`src/rtl/serial_mag_comparator_if.sv`:
```
// Start/busy/done handshake plus operand and result bus for the serial magnitude comparator.
// The controller drives the master side; the comparator takes the slave side.
interface serial_mag_comparator_if #(
  parameter int WIDTH = 8
);
  logic             start;
  logic [WIDTH-1:0] A;
  logic [WIDTH-1:0] B;
  logic             busy;
  logic             done;
  logic             EQ;
  logic             GT;

  modport master (
    output start, A, B,
    input  busy, done, EQ, GT
  );

  modport slave (
    input  start, A, B,
    output busy, done, EQ, GT
  );
endinterface

```
`src/rtl/serial_mag_comparator.sv`:
```
// Compares two unsigned WIDTH-bit operands one 2-bit digit per clock, MSB digit first.
// It uses an EQ/GT cascade and publishes a registered result with a done pulse.
module serial_mag_comparator #(
  parameter int WIDTH = 8
) (
  input  logic clk,
  input  logic rst_n,
  serial_mag_comparator_if.slave bus
);
  localparam int N  = WIDTH / 2;
  localparam int CW = (N > 1) ? $clog2(N) : 1;

  generate
    if (WIDTH < 2 || (WIDTH % 2) != 0) begin : g_bad_width
      $error("serial_mag_comparator: WIDTH must be even and >= 2");
    end
  endgenerate

  typedef enum logic [1:0] {S_IDLE, S_RUN, S_DONE} state_t;

  state_t           r_state;
  state_t           w_state_next;
  logic [WIDTH-1:0] r_a;
  logic [WIDTH-1:0] r_b;
  logic [CW-1:0]    r_cnt;
  logic             r_eq_c;
  logic             r_gt_c;
  logic             r_eq;
  logic             r_gt;
  logic [1:0]       w_dig_a;
  logic [1:0]       w_dig_b;
  logic             w_slice_eq;
  logic             w_slice_gt;
  logic             w_load;
  logic             w_last;

  // 2-bit cascade slice: a decided GT/LT is frozen once eq_c drops.
  assign w_dig_a    = r_a[{r_cnt, 1'b0} +: 2];
  assign w_dig_b    = r_b[{r_cnt, 1'b0} +: 2];
  assign w_slice_eq = r_eq_c & (w_dig_a == w_dig_b);
  assign w_slice_gt = r_gt_c | (r_eq_c & (w_dig_a > w_dig_b));
  assign w_last     = (r_cnt == '0);

  always_ff @(posedge clk) begin
    if (!rst_n) begin
      r_state <= S_IDLE;
    end else begin
      r_state <= w_state_next;
    end
  end

  always_comb begin
    w_state_next = r_state;
    w_load       = 1'b0;
    case (r_state)
      S_IDLE: begin
        if (bus.start) begin
          w_load       = 1'b1;
          w_state_next = S_RUN;
        end
      end
      S_RUN: begin
        if (w_last) begin
          w_state_next = S_DONE;
        end
      end
      S_DONE: begin
        if (bus.start) begin
          w_load       = 1'b1;
          w_state_next = S_RUN;
        end else begin
          w_state_next = S_IDLE;
        end
      end
      default: w_state_next = S_IDLE;
    endcase
  end

  always_ff @(posedge clk) begin
    if (!rst_n) begin
      r_eq_c <= 1'b1;
      r_gt_c <= 1'b0;
      r_cnt  <= '0;
      r_eq   <= 1'b0;
      r_gt   <= 1'b0;
    end else if (w_load) begin
      r_eq_c <= 1'b1;
      r_gt_c <= 1'b0;
      r_cnt  <= CW'(N - 1);
    end else if (r_state == S_RUN) begin
      r_eq_c <= w_slice_eq;
      r_gt_c <= w_slice_gt;
      if (w_last) begin
        r_eq <= w_slice_eq;
        r_gt <= w_slice_gt;
      end else begin
        r_cnt <= r_cnt - 1'b1;
      end
    end
  end

  // Operands carry no reset; they are only meaningful after a load.
  always_ff @(posedge clk) begin
    if (rst_n && w_load) begin
      r_a <= bus.A;
      r_b <= bus.B;
    end
  end

  assign bus.busy = (r_state == S_RUN);
  assign bus.done = (r_state == S_DONE);
  assign bus.EQ   = r_eq;
  assign bus.GT   = r_gt;
endmodule
```
`src/flat_wrapper.sv`:
```
// flat-port wrapper written by rule: the top's interface ports become plain ports
module serial_mag_comparator_flat 
#(
  parameter int WIDTH = 8
)
  (clk, rst_n, bus_start, bus_A, bus_B, bus_busy, bus_done, bus_EQ, bus_GT);
  serial_mag_comparator_if #(.WIDTH(WIDTH)) bus_i ();
  input  logic clk;
  input  logic rst_n;
  input wire logic [$bits(bus_i.start)-1:0] bus_start;
  input wire logic [$bits(bus_i.A)-1:0] bus_A;
  input wire logic [$bits(bus_i.B)-1:0] bus_B;
  output wire logic [$bits(bus_i.busy)-1:0] bus_busy;
  output wire logic [$bits(bus_i.done)-1:0] bus_done;
  output wire logic [$bits(bus_i.EQ)-1:0] bus_EQ;
  output wire logic [$bits(bus_i.GT)-1:0] bus_GT;
  assign bus_i.start = bus_start;
  assign bus_i.A = bus_A;
  assign bus_i.B = bus_B;
  assign bus_busy = bus_i.busy;
  assign bus_done = bus_i.done;
  assign bus_EQ = bus_i.EQ;
  assign bus_GT = bus_i.GT;
  serial_mag_comparator #(.WIDTH(WIDTH)) u_core (.clk(clk), .rst_n(rst_n), .bus(bus_i));
endmodule
```
`config.mk`:
```
export PLATFORM = sky130hd
export DESIGN_NAME = serial_mag_comparator_flat
export DESIGN_NICKNAME = d
export VERILOG_FILES = /design/src/rtl/serial_mag_comparator_if.sv /design/src/rtl/serial_mag_comparator.sv /design/src/flat_wrapper.sv
export SDC_FILE = /design/constraint.sdc
export NUM_CORES = 1
export LEC_CHECK = 0
export BUFFER_PORTS_ARGS = -buffer_cell sky130_fd_sc_hd__buf_2
export CAP_MARGIN = 30
export CORE_MARGIN = 2
export CORE_UTILIZATION = 46
export CTS_CLUSTER_DIAMETER = 30
export DETAILED_ROUTE_END_ITERATION = 10
export HOLD_SLACK_MARGIN = 0.05
export PLACE_DENSITY = 0.73
export SETUP_SLACK_MARGIN = 0.1
export SLEW_MARGIN = 40
export SYNTH_ARGS = -nofsm -noshare
export SYNTH_HDL_FRONTEND = slang
export SYNTH_SLANG_ARGS = --single-unit
```
`constraint.sdc`:
```
create_clock -name clk -period 1.7 [get_ports clk]
set_input_delay 0.085 -clock clk [delete_from_list [all_inputs] [get_ports clk]]
set_output_delay 0.085 -clock clk [all_outputs]
set_load 0.05 [all_outputs]
```
### Word-level counts from Yosys, hierarchy flattened

Index checks and enable logic that the tools add are counted.
W data, S select, Z words.

| storage, ports and cells | value |
|---|---|
| bits in registers | 24 |
| input bits | 19 |
| output and inout port bits | 4 |

| cells by class | value |
|---|---|
| eq/ne operators | 6 |
| reduce and logical (&&, ||, !) cells | 9 |
| muxes and demuxes | 9 |
| shift operators | 2 |
| $add $sub $neg | 1 |
| bitwise operators | 5 |
| magnitude comparators | 1 |

Operators by type and width:

| cell | number |
|---|---|
| $shiftx A8 B4 Y2 | 2 |
| $mux W2 | 5 |
| $pmux W2 S3 | 1 |
| $logic_not A2 Y1 | 2 |
| $ne A2 B1 Y1 const B | 2 |
| $reduce_and A2 Y1 | 2 |
| $reduce_or A2 Y1 | 2 |
| $mux W1 | 3 |
| $reduce_and A3 Y1 | 1 |
| $and A1 B1 Y1 | 2 |
| $eq A2 B1 Y1 const B | 1 |
| $eq A2 B2 Y1 | 1 |
| $eq A2 B2 Y1 const B | 1 |
| $gt A2 B2 Y1 | 1 |
| $ne A2 B2 Y1 const B | 1 |
| $not A1 Y1 | 2 |
| $reduce_bool A2 Y1 | 1 |
| $sub A2 B1 Y2 const B | 1 |
| $logic_and A1 B1 Y1 | 1 |
| $or A1 B1 Y1 | 1 |

### Depth between registers and ports, before layout

Gate-level depths: netlist of the first run.

| logic depth | value |
|---|---|
| depth in word-level cells | 5 |
| mapped depth | 7 |
| gate-level depth less buffers | 6 |

### Least setup slack after synthesis of the first run

OpenSTA, ideal clock, no wires.

| path | value |
|---|---|
| path kind | reg-to-reg |
| start | register u_core.r_cnt[0] |
| end | register u_core.r_gt_c |
| data required time | 1.574 ns |
| arrival time | 1.628 ns |
| cell stages (with the launch flop) | 7 |
| setup time | 0.126 ns |
| setup slack | -0.053 ns |
| path through | dfxtp_1 buf_6 mux4_2 ha_1 nor2b_1 o211ai_1 o21ai_0 |

| on the way | value |
|---|---|
| cells in the longest elaborated chain, start to end | 4 |
| elaborated cells between the ends (all ways) | 5 |

Ends and longest elaborated chain:

| element | RTL line | text |
|---|---|---|
| start, declared | serial_mag_comparator.sv:25 | `logic [CW-1:0] r_cnt;` |
| start signal, assigned | serial_mag_comparator.sv:89 | `r_cnt <= CW'(N - 1);` |
| start signal, assigned | serial_mag_comparator.sv:97 | `r_cnt <= r_cnt - 1'b1;` |
| $shiftx A8 B4 Y2 (on tied branches) | serial_mag_comparator.sv:38, serial_mag_comparator.sv:39 |  |
| $gt A2 B2 Y1 (*) | serial_mag_comparator.sv:41 | `assign w_slice_gt = r_gt_c \| (r_eq_c & (w_dig_a > w_dig_b));` |
| $and A1 B1 Y1 (*) | serial_mag_comparator.sv:41 |  |
| $or A1 B1 Y1 (*) | serial_mag_comparator.sv:41 |  |
| end signal, assigned | serial_mag_comparator.sv:92 | `r_gt_c <= w_slice_gt;` |
| end, declared | serial_mag_comparator.sv:27 | `logic r_gt_c;` |

Every way passes the cells marked *; elsewhere a longest branch is shown, timed or not.
A chain may end at the register's enable or synchronous reset.

### Worst setup path after layout of the first run

| path | value |
|---|---|
| start | register u_core.r_cnt[0] |
| end | register u_core.r_gt (netlist: u_core.bus.GT) |

| on the way | value |
|---|---|
| cells in the longest elaborated chain, start to end | 4 |
| elaborated cells between the ends (all ways) | 7 |

Ends and longest elaborated chain:

| element | RTL line | text |
|---|---|---|
| $shiftx A8 B4 Y2 (on tied branches) | serial_mag_comparator.sv:38, serial_mag_comparator.sv:39 |  |
| $gt A2 B2 Y1 | serial_mag_comparator.sv:41 |  |
| $and A1 B1 Y1 | serial_mag_comparator.sv:41 |  |
| $or A1 B1 Y1 | serial_mag_comparator.sv:41 |  |
| end signal, assigned | serial_mag_comparator.sv:95 | `r_gt <= w_slice_gt;` |
| end, declared | serial_mag_comparator.sv:29 | `logic r_gt;` |

Several ways; a longest one is shown, not always the timed one.

==> reports/qor.yml, run 1 <==
job:
  maxCapViolations: 0
final_layout:
  stdcell_count: 138
  final_cell_mix: "buf_2 (22), dlygate4sd3_1 (17), edfxtp_1 (16)"
  drive_above_1_share_pct: 36.94
  fin_nets: 134
  diodes: 0
  area_delta_synth_final_pct: 43.21
  final_common_cell: "buf_2"
die:
  design.core.area_sq_um: 1982
  initial_core_util_pct: 49.24
  io_pins: 23
  rows: 16
  chipHeight_microns: 50.06
  dieArea_sq_um: 2506
  die_w_microns: 50.06
hold_path:
  min_path_cells: 4
  hold_class: "in -> reg"
  hold_end: "u_core.r_eq_c"
  hp-start: "bus_start"
detailed_routing:
  drc: 0
  wl_per_cell_microns: 13.31
  drt_wl_total_microns: 1837
  dr.pass1.iters: 4
  ant_nets: 0
  dr_total_vias: 665
  viasPerCell: 4.819
  drt_iter0_drc: 9
power:
  power_density_nw_per_um2: 967.7
  peakVddDrop_v: 0.0005962
  p_leak_nw: 0.5573
cts:
  insertion_delay_ns: 0.31
  clkTransAtPathRegs_ns: 0.14
  cts_max_level: 1
  cts-root-buf: "clkbuf_4"
  post_cts_buffers: 0
  clock-sinks: 24
  cts.path.max_buffers: 2
  cts_tree: "built"
  cts_buffers: 3
yosys:
  synth_area_sq_um: 975.9
  synth_mux_area_share_pct: 9.231
  synth_top_family_by_area: "simple AND/OR/NAND/NOR gates"
  synth_warnings: 0
  synthSimpleGateAreaFrac_pct: 12.95
  postSynthCellCount: 65
  synth_nets: 87
  synth_adder_area_share_pct: 3.846
  synth_compound_area_share_pct: 5.256
  synth-seq-area-share_pct: 65.64
  ys_ff_latch: 24
  avgSynthCellArea_sq_um: 15.01
  synth.distinct_cells: 21
  synth-xor-area-share_pct: 0
setup_path:
  r2r-end: "u_core.bus.GT"
  cp.required_ns: 1.90
  cp-end-kind: "register"
  worst_r2r_path_depth: 6
  r2r-start: "u_core.r_cnt[0]"
  cp.arrival_ns: 1.91
  r2r_slack_ns: -0.01
  start_kind: "register"
  crit_type: "reg -> reg"
  cp_max_fo: 5
  setup.worst_path.start: "u_core.r_cnt[0]"
global_routing:
  globalRouteMet2Util_pct: 30.70
  grt_first_pass_wirelength_microns: 3118
  antenna_found_initial: 0
  first_global_vias: 697
  grt_overflow: 0
  use_met3_pct: 4.545
  busiest_layer: "met2"
  grt_use_total_pct: 16.85
  grtUsageMet1_pct: 20.49
  grt_max_degree: 17
sta:
  slew_viol_final: 0
  tns_ns: -0.01351
  rsz0062_at_grt: "true"
  fmax_mhz: 584.2
  worstMarginPinSlew_ns: 0.2560
  hold_violations: 0
  fin_crit_ns: 1.712
  slew-limit-headroom_pct: 82.91
  skew_ns: 0.01099
  finalSetupViolations: 2
  fin_ws_ns: -0.01186
  fin_crit_sh_pct: 100.7
outcome:
  outcome: "finished, violations left"
  violations: "setup timing"
place:
  dp.cells: 117
  gp_congestion: 0.7054
  hpwl_microns: 1105
  port_buffers: 22
==> per-layer routing <==
layer | routed length, microns | vias to the layer above
li1 | - | 334
met1 | 730 | 309
met2 | 1009 | 20
met3 | 86 | 2
met4 | 10 | 0
met5 | 0 | -
==> cells in the mapped netlist, drive strengths merged <==
cell,n,share of area [%]
nor2,4,1.5
o211ai,1,0.77
inv,5,1.9
nor3,2,1.0
mux4,4,9.2
ha,3,3.8
dfxtp,8,16
and2,1,0.64
and2b,2,1.5
nor2b,2,1.3
nand2,3,1.2
o2bb2ai,1,0.90
and3b,1,0.90
a21oi,2,1.0
nand4,1,0.64
buf,1,1.2
edfxtp,16,49
nand3b,3,2.3
a211oi,2,1.5
o21ai,2,1.0
nor3b,1,1.9
==> how the worst max path moves through the flow <==
stage / to / cells after the start / slack (ns)
after floorplan: u_core.bus.GT / 7 / -0.01
after global placement: u_core.bus.GT / 7 / 0.01
after detailed placement: u_core.bus.GT / 6 / -0.04
after CTS: u_core.bus.GT / 6 / -0.02
after global routing: u_core.r_gt_c / 6 / -0.10
final: u_core.bus.GT / 6 / -0.01
==> metrics by stage <==
stage	worst slack [ns]	utilization, %	hold WS, ns	total power [W]	cell area (sq um)
finish	-0.01186	70.52	0.2558	0.001352	1398
global route	-0.1032	70.52	0.2621	0.001424	1398
CTS	-0.02347	70.14	0.2433	0.001349	1390
detailed placement	-0.04452	58.14	0.2631	0.0009076	1152
global placement	0.01152	58.14	0.2616	0.0008997	1152
floorplan	-0.009646	-	0.1469	0.0008447	989.7
==> critical path: stages (launching register included) <==
cell	delay [ns]
dfxtp_4	0.40
mux4_2	0.51
inv_2	0.09
ha_4	0.21
nor2b_4	0.12
o211ai_1	0.18
a21oi_1	0.10
==> cell type report <==
class	instances	area, sq um
repair buffers	43	310.3
clock buffers	3	22.52
clock inverters	1	30.03
inverters	5	18.77
well taps	27	33.78
multi-input cells	35	337.8
flip-flops and latches	24	644.4
fillers	130	584.3
==> report_power, final <==
part / internal, W / switching (W) / total, W
sequential: 0.000660 / 0.0000251 / 0.000685
combinational: 0.000145 / 0.000118 / 0.000264
clock: 0.000238 / 0.000166 / 0.000404
total: 0.00104 / 0.000310 / 0.00135
==> state kept, by name (all words and copies together), names as in the netlist <==
name            flops
u_core.r_cnt        2
u_core.bus.GT       1
u_core.r_gt_c       1
u_core.r_state      2
u_core.r_b          8
u_core.r_a          8
u_core.bus.EQ       1
u_core.r_eq_c       1
==> kinds of logic (layout without fill, tap and decap cells) <==
kind of cell    Yosys count  in the layout
simple gates             20             20
mux                       4              4
fa+ha+maj                 3              3
flops                    24             24
compound gates            8              8
buf+inv                   6             52
==> timing repair <==
item | 4_1_cts | 5_1_grt
gates resized for setup | 3 | 1
endpoints found under the hold margin | 18 | 0
pin swaps | 5 | 2
endpoints found under the setup margin | 4 | 4
hold buffers | 17 | 0
Power figures use the tool's default switching activity.
==> run 2, diff against run 1 <==
==> constraint.sdc (replaced) <==
create_clock -name clk -period 1.7 [get_ports clk]
set_input_delay 0.255 -clock clk [delete_from_list [all_inputs] [get_ports clk]]
set_output_delay 0.255 -clock clk [all_outputs]
set_load 0.05 [all_outputs]
==> run 2 against run 1 <==
The run still ends with setup timing left; clock power about the same; register-to-register slack barely moved; sequential share of layout area up 6.4 points; sequential power hardly changed; core utilization is 8.6 points lower; die area stayed put; count of clock-buffer cells in the layout stayed put; cell area fell by 12%; non-clock buffer count shrank 17; fmax shrank 0.16%; combinational power down 13%; critical path type unchanged; largest power group unchanged.
==> reports/qor.yml, run 2 (synthesis gave the netlist of run 1 again) <==
outcome:
  outcome: "finished, violations left"
  violations: "setup timing"
detailed_routing:
  drt_wl_total_microns: 1465
  ant_nets: 0
  dr_total_vias: 604
  drc: 0
  drt_iter0_drc: 11
  wl_per_cell_microns: 12.11
  viasPerCell: 4.992
  dr.pass1.iters: 4
global_routing:
  grt_use_total_pct: 13.32
  grt_overflow: 0
  first_global_vias: 604
  grt_first_pass_wirelength_microns: 2532
  grt_max_degree: 17
  antenna_found_initial: 0
setup_path:
  cp.arrival_ns: 1.91
  worst_r2r_path_depth: 6
  r2r_slack_ns: -0.01
  cp-end-kind: "register"
  r2r-start: "u_core.r_cnt[0]"
  r2r-end: "u_core.bus.GT"
  cp_max_fo: 5
  start_kind: "register"
  cp.required_ns: 1.90
  crit_type: "reg -> reg"
power:
  clkPwrFrac_pct: 30.4
  peakVddDrop_v: 0.0006126
  p_leak_nw: 0.4863
  finalPower_w: 0.001316
  p_switching_w: 0.0002988
  power_density_nw_per_um2: 1072
  sw_frac_of_total_pct: 22.71
  p_seq_share_pct: 52.0
  power.internal_w: 0.001017
  p_comb_share_pct: 17.6
job:
  maxCapViolations: 0
final_layout:
  drive_above_1_share_pct: 43.62
  fill_cells: 153
  final_cell_mix: "buf_2 (22), edfxtp_1 (16), dfxtp_1 (7)"
  diodes: 0
  final_cell_area_sq_um: 1227
  final_common_cell: "buf_2"
  area_delta_synth_final_pct: 25.77
  top_regs: "u_core.r_a: 8 flops, u_core.r_b: 8 flops"
  fin_nets: 117
cts:
  insertion_delay_ns: 0.30
  cts_buffers: 3
  cts-root-buf: "clkbuf_4"
  clkTransAtPathRegs_ns: 0.13
  cts.path.max_buffers: 2
  post_cts_buffers: 0
  cts_max_level: 1
  cts_hold_buffers: 0
  clock-sinks: 24
  cts_tree: "built"
die:
  design.core.area_sq_um: 1982
  chipHeight_microns: 50.06
  io_pins: 23
  dieArea_sq_um: 2506
  rows: 16
  die_w_microns: 50.06
  initial_core_util_pct: 49.24
hold_path:
  hold_end: "u_core.r_a[7]"
  hold_class: "in -> reg"
  min_path_cells: 1
  hp-start: "bus_A[7]"
sta:
  hold_violations: 0
  worstMarginPinSlew_ns: 0.2506
  finalSetupViolations: 1
  fin_crit_ns: 1.715
  tns_ns: -0.01462
  slew_viol_final: 0
  fin_ws_ns: -0.01462
  rsz0062_at_grt: "true"
  fmax_mhz: 583.2
  whs_ns: 0.1147
  slew-limit-headroom_pct: 83.27
  fin_crit_sh_pct: 100.9
  skew_ns: 0.003426
place:
  port_buffers: 22
  hpwl_microns: 1105
  place_ws_ns: -0.04452
  gp_congestion: 0.7054
  place_area_sq_um: 1152
==> run 2: cell count changes in the layout (fill, tap and decap cells not counted), sizes merged <==
cell / previous run / this run
dlygate4sd3: 17 / 0
==> run 2: how the worst max path moves through the flow <==
stage / start / end / slack [ns] / cells past startpoint
after floorplan: u_core.r_cnt[0] / u_core.bus.GT / -0.01 / 7
after global placement: u_core.r_cnt[0] / u_core.bus.GT / 0.01 / 7
after detailed placement: u_core.r_cnt[0] / u_core.bus.GT / -0.04 / 6
after CTS: u_core.r_cnt[0] / u_core.bus.GT / -0.02 / 6
after global routing: u_core.r_cnt[0] / u_core.r_gt_c / -0.09 / 6
final: u_core.r_cnt[0] / u_core.bus.GT / -0.01 / 6
==> run 2: routing by layer <==
layer	GRT usage [%]	up-vias	routed length (microns)
li1	-	298	-
met1	16.97	284	662
met2	23.25	22	717
met3	3.636	0	85
met4	1.389	0	0
met5	0	-	0
==> run 2: stage by stage <==
stage	utilization, %	std cells
2_1_floorplan	-	65
3_3_place_gp	58.14	117
3_5_place_dp	58.14	117
4_1_cts	61.55	121
5_1_grt	61.93	121
6_report	61.93	121
==> run 2: cell type report <==
cell class	count	area (sq um)	area share, %
clock inverters	1	30.03	2.446
inverters	5	18.77	1.529
well taps	27	33.78	2.752
clock buffers	3	22.52	1.835
repair buffers	26	140.1	11.42
flip-flops and latches	24	644.4	52.50
multi-input cells	35	337.8	27.52
==> run 2: what timing repair did <==
action | 4_1_cts | 5_1_grt
resized for setup | 3 | 1
pin swaps | 5 | 2
setup endpoints to repair | 4 | 4
==> run 2: worst max-delay path, stage by stage, from the launching register on <==
cell and delay (ns):
dfxtp_4 0.40, mux4_2 0.51, inv_2 0.09, ha_4 0.21, nor2b_4 0.12, o211ai_1 0.18
a21oi_1 0.10
==> run 2: power groups by stage <==
stage	sequential, W	clock (W)	combinational (W)
floorplan	0.000699	0	0.000145
global placement	0.000696	0	0.000203
detailed placement	0.000698	0	0.000209
CTS	0.000685	0.000416	0.000220
global route	0.000690	0.000438	0.000254
finish	0.000684	0.000401	0.000231
